===== src/rtl/gen2_frame_assembler.sv =====
// gen2_frame_assembler
// ---------------------------------------------------------------------------
// Collects the bit stream recovered by preamble_detector into one Gen2 tag
// reply frame (RN16, EPC, handle). A frame starts on a preamble pulse. It ends
// when the expected bit count is reached, on a postamble pulse, when the buffer
// is full (open-length frames only), or when in_vld stays idle too long. The
// frame is then presented over a valid/ready handshake.
//
// Optional feature: define CRC16_CHECK_EN to build the CRC-16 residue checker.
// Without it no CRC register exists and crc_ok is tied to 1.
//
// Ports:
//   clk, rst            - clock, synchronous active-high reset
//   in_dat, in_vld      - recovered data bit and its strobe
//   in_bank             - frequency bank, latched at frame start
//   preamble_detected   - frame start pulse
//   postamble_detected  - frame end pulse
//   expected_len        - expected bit count (0 = until postamble)
//   frame_dat           - frame bits, right-aligned, first bit most significant
//   frame_len           - number of valid bits in frame_dat
//   frame_bank          - bank latched at frame start
//   frame_err           - 0 ok, 1 short, 2 overflow, 3 timeout
//   crc_ok              - CRC-16 residue check passed (frame_len >= 16)
//   frame_vld/frame_rdy - output handshake
//   frame_drop          - pulse: preamble ignored while a frame is held
// ---------------------------------------------------------------------------
module gen2_frame_assembler #(
  parameter int MAX_BITS = 128,
  parameter int BANKS    = 4,
  parameter int TIMEOUT  = 255,
  localparam int BANK_WIDTH = $clog2(BANKS),
  localparam int LEN_WIDTH  = $clog2(MAX_BITS + 1)
) (
  input  logic                  clk,
  input  logic                  rst,
  input  logic                  in_dat,
  input  logic                  in_vld,
  input  logic [BANK_WIDTH-1:0] in_bank,
  input  logic                  preamble_detected,
  input  logic                  postamble_detected,
  input  logic [LEN_WIDTH-1:0]  expected_len,
  output logic [MAX_BITS-1:0]   frame_dat,
  output logic [LEN_WIDTH-1:0]  frame_len,
  output logic [BANK_WIDTH-1:0] frame_bank,
  output logic [1:0]            frame_err,
  output logic                  crc_ok,
  output logic                  frame_vld,
  input  logic                  frame_rdy,
  output logic                  frame_drop
);

  localparam int TMO_WIDTH = $clog2(TIMEOUT + 1);
  localparam logic [TMO_WIDTH-1:0] TMO_LIMIT = TMO_WIDTH'(TIMEOUT);
  localparam logic [LEN_WIDTH-1:0] LEN_MAX   = LEN_WIDTH'(MAX_BITS);

  localparam logic [1:0] ERR_OK       = 2'd0;
  localparam logic [1:0] ERR_SHORT    = 2'd1;
  localparam logic [1:0] ERR_OVERFLOW = 2'd2;
  localparam logic [1:0] ERR_TIMEOUT  = 2'd3;

  typedef enum logic [1:0] {
    IDLE    = 2'd0,
    COLLECT = 2'd1,
    HOLD    = 2'd2
  } state_t;

  state_t                state_r;
  logic [MAX_BITS-1:0]   buf_r;
  logic [LEN_WIDTH-1:0]  cnt_r;
  logic [LEN_WIDTH-1:0]  exp_r;
  logic [TMO_WIDTH-1:0]  tmo_r;
  logic [BANK_WIDTH-1:0] bank_r;

  logic [MAX_BITS-1:0]   sh_buf_s;
  logic [LEN_WIDTH-1:0]  sh_cnt_s;
  logic [TMO_WIDTH-1:0]  tmo_nxt_s;
  logic                  term_s;
  logic [1:0]            err_s;

  // Requested lengths beyond the buffer size are limited to the buffer size.
  function automatic logic [LEN_WIDTH-1:0] clamp_len(input logic [LEN_WIDTH-1:0] len);
    if (len > LEN_MAX) begin
      return LEN_MAX;
    end else begin
      return len;
    end
  endfunction

`ifdef CRC16_CHECK_EN
  localparam logic [15:0] CRC_PRESET  = 16'hFFFF;
  localparam logic [15:0] CRC_RESIDUE = 16'h1D0F;

  logic [15:0] crc_r;
  logic [15:0] sh_crc_s;
  logic        crc_ok_s;

  // One MSB-first step of CRC-16/CCITT (poly 0x1021).
  function automatic logic [15:0] crc16_step(input logic [15:0] crc, input logic bit_in);
    logic fb;
    fb = crc[15] ^ bit_in;
    return {crc[14:0], 1'b0} ^ (fb ? 16'h1021 : 16'h0000);
  endfunction

  // CRC after the current cycle's bit; the residue test uses the updated count.
  always_comb begin
    sh_crc_s = crc_r;
    if (in_vld) begin
      sh_crc_s = crc16_step(crc_r, in_dat);
    end else begin
      sh_crc_s = crc_r;
    end
    crc_ok_s = (sh_crc_s == CRC_RESIDUE) && (sh_cnt_s >= LEN_WIDTH'(16));
  end
`else
  assign crc_ok = 1'b1;
`endif

  // Buffer/count/timeout after the current cycle, and termination decision.
  // The incoming bit is accepted before termination is judged, so a bit and a
  // postamble in the same cycle can still complete the frame.
  always_comb begin
    sh_buf_s  = buf_r;
    sh_cnt_s  = cnt_r;
    tmo_nxt_s = tmo_r + TMO_WIDTH'(1);
    if (in_vld) begin
      sh_buf_s  = {buf_r[MAX_BITS-2:0], in_dat};
      sh_cnt_s  = cnt_r + LEN_WIDTH'(1);
      tmo_nxt_s = '0;
    end else begin
      sh_buf_s  = buf_r;
      sh_cnt_s  = cnt_r;
    end

    term_s = 1'b0;
    err_s  = ERR_OK;
    if ((exp_r != '0) && (sh_cnt_s == exp_r)) begin
      term_s = 1'b1;
      err_s  = ERR_OK;
    end else if (postamble_detected) begin
      term_s = 1'b1;
      err_s  = (exp_r == '0) ? ERR_OK : ERR_SHORT;
    end else if ((exp_r == '0) && (sh_cnt_s == LEN_MAX)) begin
      term_s = 1'b1;
      err_s  = ERR_OVERFLOW;
    end else if (!in_vld && (tmo_nxt_s == TMO_LIMIT)) begin
      term_s = 1'b1;
      err_s  = ERR_TIMEOUT;
    end else begin
      term_s = 1'b0;
      err_s  = ERR_OK;
    end
  end

  // Frame FSM with registered outputs.
  always_ff @(posedge clk) begin
    if (rst) begin
      state_r    <= IDLE;
      buf_r      <= '0;
      cnt_r      <= '0;
      exp_r      <= '0;
      tmo_r      <= '0;
      bank_r     <= '0;
      frame_dat  <= '0;
      frame_len  <= '0;
      frame_bank <= '0;
      frame_err  <= ERR_OK;
      frame_vld  <= 1'b0;
      frame_drop <= 1'b0;
`ifdef CRC16_CHECK_EN
      crc_r      <= CRC_PRESET;
      crc_ok     <= 1'b0;
`endif
    end else begin
      frame_drop <= 1'b0;
      case (state_r)
        IDLE: begin
          // A bit arriving together with the preamble belongs to the preamble.
          if (preamble_detected) begin
            state_r <= COLLECT;
            bank_r  <= in_bank;
            exp_r   <= clamp_len(expected_len);
            buf_r   <= '0;
            cnt_r   <= '0;
            tmo_r   <= '0;
`ifdef CRC16_CHECK_EN
            crc_r   <= CRC_PRESET;
`endif
          end else begin
            state_r <= IDLE;
          end
        end
        COLLECT: begin
          if (term_s) begin
            state_r    <= HOLD;
            frame_dat  <= sh_buf_s;
            frame_len  <= sh_cnt_s;
            frame_bank <= bank_r;
            frame_err  <= err_s;
            frame_vld  <= 1'b1;
`ifdef CRC16_CHECK_EN
            crc_ok     <= crc_ok_s;
`endif
          end else if (preamble_detected) begin
            // New preamble mid-frame: abandon the partial frame silently.
            state_r <= COLLECT;
            bank_r  <= in_bank;
            exp_r   <= clamp_len(expected_len);
            buf_r   <= '0;
            cnt_r   <= '0;
            tmo_r   <= '0;
`ifdef CRC16_CHECK_EN
            crc_r   <= CRC_PRESET;
`endif
          end else begin
            state_r <= COLLECT;
            buf_r   <= sh_buf_s;
            cnt_r   <= sh_cnt_s;
            tmo_r   <= tmo_nxt_s;
`ifdef CRC16_CHECK_EN
            crc_r   <= sh_crc_s;
`endif
          end
        end
        HOLD: begin
          // Input bits are ignored; a preamble here (even on the transfer
          // cycle) cannot start a frame and is reported as dropped.
          frame_drop <= preamble_detected;
          if (frame_rdy) begin
            state_r   <= IDLE;
            frame_vld <= 1'b0;
          end else begin
            state_r   <= HOLD;
          end
        end
        default: begin
          state_r   <= IDLE;
          frame_vld <= 1'b0;
        end
      endcase
    end
  end

endmodule


===== config.mk =====
export PLATFORM = sky130hd
export DESIGN_NAME = gen2_frame_assembler
export DESIGN_NICKNAME = d
export VERILOG_FILES = /design/src/rtl/gen2_frame_assembler.sv
export SDC_FILE = /design/constraint.sdc
export NUM_CORES = 1
export LEC_CHECK = 0
export CORE_UTILIZATION = 50
export DETAILED_ROUTE_END_ITERATION = 10
export PLACE_DENSITY = 0.78
export SLEW_MARGIN = 20
export SYNTH_ARGS = -nofsm -noshare
export SYNTH_HDL_FRONTEND = slang
export SYNTH_SLANG_ARGS = --single-unit

===== constraint.sdc =====
create_clock -name clk -period 6.4 [get_ports clk]
set_input_delay 0.64 -clock clk [delete_from_list [all_inputs] [get_ports clk]]
set_output_delay 0.64 -clock clk [all_outputs]
set_load 0.05 [all_outputs]

* After elaboration in Yosys (flattened, before gate mapping)
Cells that the tools add are included.
** Operators by class
- Add/subtract/negate cells :: 2
- Magnitude comparators :: 1
- Eq/ne operators :: 9
- Multiplexer cells :: 37
- Bitwise gates (word level) :: 2
- Reductions and logical operators :: 13
** Operators with widths (number)
- $mux W128 :: 4
- $pmux W128 S2 :: 1
- $mux W8 :: 10
- $pmux W8 S2 :: 3
- $add A8 B1 Y8 const B :: 2
- $eq A8 B8 Y1 const B :: 2
- $mux W2 :: 8
- $eq A8 B8 Y1 :: 1
- $gt A8 B8 Y1 const B :: 1
- $logic_not A8 Y1 :: 1
- $mux W1 :: 8
- $ne A2 B2 Y1 const B :: 4
- $reduce_bool A8 Y1 :: 1
- $pmux W2 S3 :: 1
- $reduce_and A3 Y1 :: 2
- $pmux W2 S2 :: 1
- $reduce_and A2 Y1 :: 2
- $logic_and A1 B1 Y1 :: 3
- $pmux W1 S3 :: 1
- $eq A2 B1 Y1 const B :: 1
- $eq A2 B2 Y1 const B :: 1
- $logic_not A2 Y1 :: 1
- $not A1 Y1 :: 2
- $reduce_bool A2 Y1 :: 1
- 2 further kinds :: 2
** Word-level totals
- Flip-flop bits (word level) :: 298
- Logic and storage cells :: 76

* Depth between registers and ports, before layout
Gate-level depths: netlist (run 1).
- Depth after elaboration :: 10
- Gate-level depth with buffers :: 13
- Gate-level depth less buffers :: 9

* Least setup slack after synthesis (run 1)
OpenSTA, ideal clock, no wires.
- Kind :: input to register
- From :: input in_vld
- To :: register buf_r[100]
- Arrival :: 2769 ps
- Slack :: 3515 ps
- Stages :: 13
- Buffers on the path :: 5
- Cell sequence :: buf_4 and4_1 buf_2 nor3_1 a31oi_1 a31oi_1 a31oi_4 and3_1 buf_2 and2_4 buf_6 buf_6 a22o_1
** On the way
- Cells in the longest elaborated chain, start to end :: 9
- Elaborated cells on any way between the ends :: 19
** RTL lines
- start: declaration :: RTL line 37 : input logic in_vld,
- $mux W8 :: RTL line 125 : if (in_vld) begin
- $eq A8 B8 Y1 :: RTL line 145 : end else if (!in_vld && (tmo_nxt_s == TMO_LIMIT)) begin
- $logic_and A1 B1 Y1 :: RTL line 145
- $mux W1 :: RTL line 145
- $mux W1 :: RTL line 142 : end else if ((exp_r == '0) && (sh_cnt_s == LEN_MAX)) begin
- $mux W1 :: RTL line 139 : end else if (postamble_detected) begin
- $mux W1 :: RTL line 136 : if ((exp_r != '0) && (sh_cnt_s == exp_r)) begin
- $ne A2 B2 Y1 (no source line)
- $reduce_and A3 Y1 (no source line)
- end signal: assignment :: RTL line 216 : buf_r <= sh_buf_s;
- end: declaration :: RTL line 68 : logic [MAX_BITS-1:0] buf_r;
Several ways; a longest one is shown, not always the timed one. The select of a mux whose other input is x is not followed.
A chain may end at the register's enable or synchronous reset.

* Worst setup path in the final report (run 1)
- From :: input in_vld
- To :: register frame_dat[37]
** On the way
- Cells in the longest elaborated chain, start to end :: 8
- Elaborated cells on any way between the ends :: 15
** RTL lines
- $mux W8 :: RTL line 125
- $eq A8 B8 Y1 :: RTL line 145
- $logic_and A1 B1 Y1 :: RTL line 145
- $mux W1 :: RTL line 145
- $mux W1 :: RTL line 142
- $mux W1 :: RTL line 139
- $mux W1 :: RTL line 136
- $reduce_and A2 Y1 (no source line)
- end signal: assignment :: RTL line 195 : frame_dat <= sh_buf_s;
- end: declaration :: RTL line 42 : output logic [MAX_BITS-1:0] frame_dat,
Several ways; a longest one is shown, not always the timed one.

==> results.cfg, run 1 <==
[logic_synthesis]
synth_area_leaders = dfxtp_1 (50%), mux2i_1 (11%), a22o_1 (9.4%)
synth-main-ff-cell = dfxtp_1
synth.largest_area_cell = dfxtp_1
netlist_top_cells_count = dfxtp_1 (298), nor2_1 (157), mux2i_1 (137)
synthArstFlopShare = 0
synth_edf_count = 0
synth.cell_area_mm2 = 0.0120
avgSynthCellArea_um2 = 10.3
synth-seq-cells = 298
ys_types = 65
ys_warn_count = 0
syn_nets = 1183
netlist.area_leader.share = 0.498
postSynthCellCount = 1164
synth_sequential_area_ratio = 0.498
yosysMostFrequentCell = dfxtp_1

[layout]
diodes = 0
nets = 1269
finalNonFillerCells = 1586
layout-drive-gt1-share = 0.0552
area_growth_pct = 20.4
final_cell_area_mm2 = 0.0144

[worst_setup_path]
required_ns = 6.84
criticalPathCategory = input pin to flop
start_kind = input pin
crit_arrival_ns = 4.52
cp-end-kind = flop
crit_fanout = 94

[run_status]
status = finished, final reports clean

[floorplan]
row_count = 56
core_mm2 = 0.0235
pin_count = 160
initial_core_util = 0.510
die_w_um = 157
die_area_mm2 = 0.0246
die_h_um = 157

[clock_network]
cts_max_level = 1
post_cts_resized = 0
cts_setup_buffers = 0
cts_buffers = 30
insertion_delay_ns = 0.54
clock_sinks = 298
cts_tree = yes
cts_hold_buf = 0
cts-root-buf = clkbuf_16
cts.clk_slew.worst_paths_ns = 0.06
cts_buffer_depth = 3

[detailed_routing]
ant_nets = 0
routed_via_density = 5.65
route.detailed.drc = 0
first_pass_iters = 5
drt_iter0_markers = 535
vias = 8964
wirelength_um = 25700
wl_per_cell_um = 16.2

[grt]
grt_pass1_wl_um = 42200
grt_pass1_vias = 8161
grt-ovfl-total = 0
grt_usage = 0.208
antenna_found_initial = 0
grt_max_degree = 187

[place]
io_buffers = 158
pre_cts_ws_ns = 1.89
gp_congestion = 0.908
dp_hpwl_um = 16000
placed_area_mm2 = 0.0135
dp_cells = 1537

[timing]
maxSlewViolCount = 0
fin_ws_ns = 2.32
fmax_mhz = 245
period_minus_slack_ns = 4.08
whs_ns = 0.479
rsz0062_at_grt = no
clock_skew_ns = 0.0111
fin_tns_setup_ns = 0
finalHoldViolCount = 0
setup_viol = 0
slew_headroom = 0.341
timing.final.crit_share = 0.638
max_slew.worst_pin.slew_ns = 0.989

[pwr]
ir_drop_v = 0.000216
power.leakage_nw = 5.24
powerDensity_mw_per_mm2 = 297

[hold_path]
hp-class = flop to flop

[job]
maxCapViolCount = 0
[cell families (layout without fill, tap and decap cells)]
| family | after synthesis | after routing | synth area share |
|---|---|---|---|
| adders and majority gates | 2 | 2 | 0.00209 |
| muxes | 138 | 138 | 0.115 |
| xor gates and xnor gates | 16 | 16 | 0.0123 |
| buffers and inverters | 121 | 224 | 0.0522 |
| and+or+nand+nor | 245 | 245 | 0.0966 |
| DFF | 298 | 298 | 0.498 |
| other | 1 | 1 | 0.000313 |
| AOI/OAI and AO/OA | 343 | 343 | 0.223 |
[cells in the final DEF (no fill, tap or decap), drive strengths merged, types with 2 or more instances in the layout]
| cell type | Yosys | layout |
|---|---|---|
| nand4b | 2 | 2 |
| nand3b | 2 | 2 |
| nand3 | 8 | 8 |
| clkbuf | 49 | 42 |
| dfxtp | 298 | 298 |
| nand2b | 6 | 6 |
| buf | 64 | 10 |
| and3 | 5 | 5 |
| o21a | 2 | 2 |
| clkdlybuf4s50 | 0 | 156 |
| o22ai | 2 | 2 |
| a211oi | 135 | 135 |
| o221a | 4 | 4 |
| nand2 | 19 | 19 |
| ha | 2 | 2 |
| o21ai | 22 | 22 |
| and2 | 3 | 3 |
| a31oi | 12 | 12 |
| o311ai | 2 | 2 |
| nand4 | 7 | 7 |
| nor3b | 7 | 7 |
| xor2 | 6 | 6 |
| xnor2 | 10 | 10 |
| clkinv | 1 | 7 |
| a22o | 129 | 129 |
| nor2 | 158 | 158 |
| inv | 7 | 7 |
| mux2i | 137 | 137 |
| nor4 | 3 | 3 |
| bufinv | 0 | 2 |
| nor3 | 9 | 9 |
| nor2b | 2 | 2 |
| or4b | 7 | 7 |
| a21oi | 23 | 23 |
[report_power, final]
part | internal (mW) | leakage (nW) | total [mW] | switching (mW)
Combinational | 0.206 | 2.36 | 0.635 | 0.428
Sequential | 1.93 | 2.42 | 1.98 | 0.0491
Clock | 0.999 | 0.470 | 1.68 | 0.680
Total | 3.13 | 5.24 | 4.29 | 1.16
[worst paths after layout]
path                                 endpoint  depth (start not counted)  slack [ns]     start
worst max register to register  frame_dat[37]                         10        2.40  cnt_r[0]
worst max-delay path            frame_dat[37]                         10        2.32    in_vld
worst min-delay path                 tmo_r[7]                          2        0.48  tmo_r[7]
worst min register to register       tmo_r[7]                          2        0.48  tmo_r[7]
[state kept, by name, summed over array words and instances, names as in the netlist]
name        flops
bank_r          2
buf_r         128
cnt_r           8
exp_r           8
frame_bank      2
frame_dat     128
frame_drop      1
frame_err       2
frame_len       8
frame_vld       1
state_r         2
tmo_r           8
[routing by layer]
layer	up-vias	wire, um	track usage
met2	202	11700	0.335
met1	4211	12300	0.288
met5	-	0	0
met3	39	1140	0.0335
li1	4512	-	-
met4	0	521	0.0570
[worst max-delay path: stages]
cell	delay [ns]
clkbuf_8	0.66
nand4_1	0.29
xnor2_1	0.32
a21oi_1	0.10
a31oi_1	0.43
a31oi_4	0.25
a21oi_4	0.64
buf_4	0.72
nor2_1	0.12
a211oi_1	0.27
[metrics by stage]
stage	power, mW	util
6_report	4.29	0.615
5_1_grt	4.46	0.615
2_1_floorplan	2.46	-
4_1_cts	4.33	0.615
3_5_place_dp	2.65	0.574
3_3_place_gp	2.64	0.574
[cell type report]
cell class / instances / area, um2
fillers: 1943 / 9050
flip-flops and latches: 298 / 5970
inverters: 8 / 30.0
well taps: 319 / 399
clock buffers: 41 / 853
clock inverters: 8 / 90.1
repair buffers: 167 / 1680
multi-input cells: 745 / 5410
Note: power is estimated with default switching activity, not from simulation.
==> run 2, diff against run 1 <==
PLACE_DENSITY = 0.8   (was 0.78)
clock period = 3.5 ns   (was 6.4 ns; I/O delays follow)
==> results.cfg, run 2 (synthesized netlist as in run 1, its figures left out) <==
[run_status]
status = finished, final reports clean

[grt]
grt_pass1_vias = 8319
antenna_found_initial = 0
grt_max_degree = 140
grt-ovfl-total = 0
grt_usage = 0.206
grt_pass1_wl_um = 41800

[layout]
final_cell_area_mm2 = 0.0147
final_cell_mix = dfxtp_1 (298), nor2_1 (157), clkdlybuf4s50_1 (156)
area_growth_pct = 22.5
utilization = 0.625
largestRegisters = buf_r (128), frame_dat (128)
final_common_cell = dfxtp_1
layout-drive-gt1-share = 0.0745
multi_input_area_mm2 = 0.00542
diodes = 0
layout.area.seq_mm2 = 0.00597
nets = 1287
n_fill_cell = 1911

[worst_setup_path]
reg2reg_slack_ns = 0.26
crit_arrival_ns = 3.61
critical_path.slowest_cell = dfxtp_1
r2r-end = frame_dat[120]
crit_fanout = 69
reg2reg_depth = 10
criticalPathCategory = flop to flop
critPathMaxStageDelay_ns = 0.49
crit_end = frame_dat[120]
required_ns = 3.87
crit_chain = ha_1 -> nand4_1 -> xnor2_1 -> a21oi_1 -> a31oi_1 -> buf_4 -> a31oi_4 -> a21oi_4 -> buf_6 -> a211oi_1
start_kind = flop
crit_path_start = cnt_r[0]
cp-end-kind = flop
reg2reg_from = cnt_r[0]

[place]
dp_hpwl_um = 16300
placed_area_mm2 = 0.0137
gp_congestion = 0.893
io_buffers = 158

[clock_network]
cts-root-buf = clkbuf_16
insertion_delay_ns = 0.55
cts_tree = yes
cts_buffer_depth = 3
cts_buffers = 30
clock_sinks = 298
cts_max_level = 1
cts.clk_slew.worst_paths_ns = 0.06

[floorplan]
die_w_um = 157
die_area_mm2 = 0.0246
pin_count = 160
row_count = 56
die_h_um = 157
initial_core_util = 0.510
core_mm2 = 0.0235

[timing]
fin_tns_setup_ns = 0
period_minus_slack_ns = 3.24
setup_viol = 0
clock_skew_ns = 0.0198
finalHoldViolCount = 0
max_slew.worst_pin.slew_ns = 0.924
slew_headroom = 0.384
fmax_mhz = 309
timing.final.crit_share = 0.925
maxSlewViolCount = 0
rsz0062_at_grt = yes

[detailed_routing]
drt_iter0_markers = 517
wl_per_cell_um = 16.6
wirelength_um = 26700
routed_via_density = 5.71
ant_nets = 0
route.detailed.drc = 0
vias = 9185
first_pass_iters = 5

[hold_path]
hold_depth = 2
hp-class = input pin to flop

[pwr]
power.leakage_nw = 5.36
powerDensity_mw_per_mm2 = 539
ir_drop_v = 0.000330

[job]
maxCapViolCount = 0
[run 2: metal layers]
layer,part of all wire,up-vias,global-route usage,wire (um)
li1,-,4529,-,-
met1,0.47,4418,0.277,12400
met2,0.47,192,0.341,12600
met3,0.045,46,0.0332,1200
met4,0.018,0,0.0579,471
met5,0,-,0,0
[run 2: how the worst min path moves through the flow]
stage               slack (ns)       from        end
floorplan                 0.43  bank_r[0]  bank_r[0]
global placement          0.45  bank_r[1]  bank_r[1]
detailed placement        0.45  bank_r[1]  bank_r[1]
CTS                       0.27        rst   cnt_r[2]
global route              0.31        rst   cnt_r[2]
finish                    0.29        rst   tmo_r[4]
[run 2: worst max-delay path: cells and delay by family, from the launching register on]
kind	cells	cell delay (ns)
DFF	1	0.49
buffers and inverters	2	0.66
and+or+nand+nor	1	0.22
xor gates and xnor gates	1	0.32
adders and majority gates	1	0.28
AOI/OAI and AO/OA	5	1.03
[run 2: where the power goes]
group | switching, mW | leakage (nW) | internal, mW
Sequential | 0.0836 | 2.42 | 3.52
Combinational | 0.806 | 2.47 | 0.396
Clock | 1.31 | 0.479 | 1.79
Total | 2.20 | 5.36 | 5.71
[run 2: layout make-up]
cell class              count  area share
repair buffers            184       0.129
multi-input cells         746       0.369
inverters                   8     0.00205
well taps                 319      0.0272
clock inverters            14     0.00827
clock buffers              39      0.0582
flip-flops and latches    298       0.406
[run 2: repair_timing]
action / CTS / global route
setup buffers: 0 / 1
endpoints found under the setup margin: 0 / 126
endpoints found under the hold margin: 0 / 0
resized for setup: 0 / 2
hold buffers: 0 / 0
[run 2: stage by stage]
| step | setup WS [ns] | power, mW | std cells | hold WS, ns |
|---|---|---|---|---|
| finish | 0.263 | 7.91 | 1608 | 0.290 |
| global route | 0.00562 | 8.20 | 1608 | 0.310 |
| CTS | 0.0870 | 7.95 | 1605 | 0.271 |
| detailed placement | 0.100 | 4.87 | 1552 | 0.454 |
| global placement | 0.206 | 4.85 | 1552 | 0.448 |
| floorplan | 0.809 | 4.51 | 1164 | 0.434 |
==> run 3, diff against run 2 <==
==> constraint.sdc (replaced) <==
create_clock -name clk -period 3.5 [get_ports clk]
set_input_delay 0.35 -clock clk [delete_from_list [all_inputs] [get_ports clk]]
set_output_delay 0.35 -clock clk [all_outputs]
set_load 0.01 [all_outputs]
==> results of run 3 <==
Same layout as run 2 (identical final DEF). Status: finished, final reports clean.
Main changes from that run: total power 7.91 mW -> 7.55 mW; worst IR drop on VDD 0.000330 V -> 0.000326 V
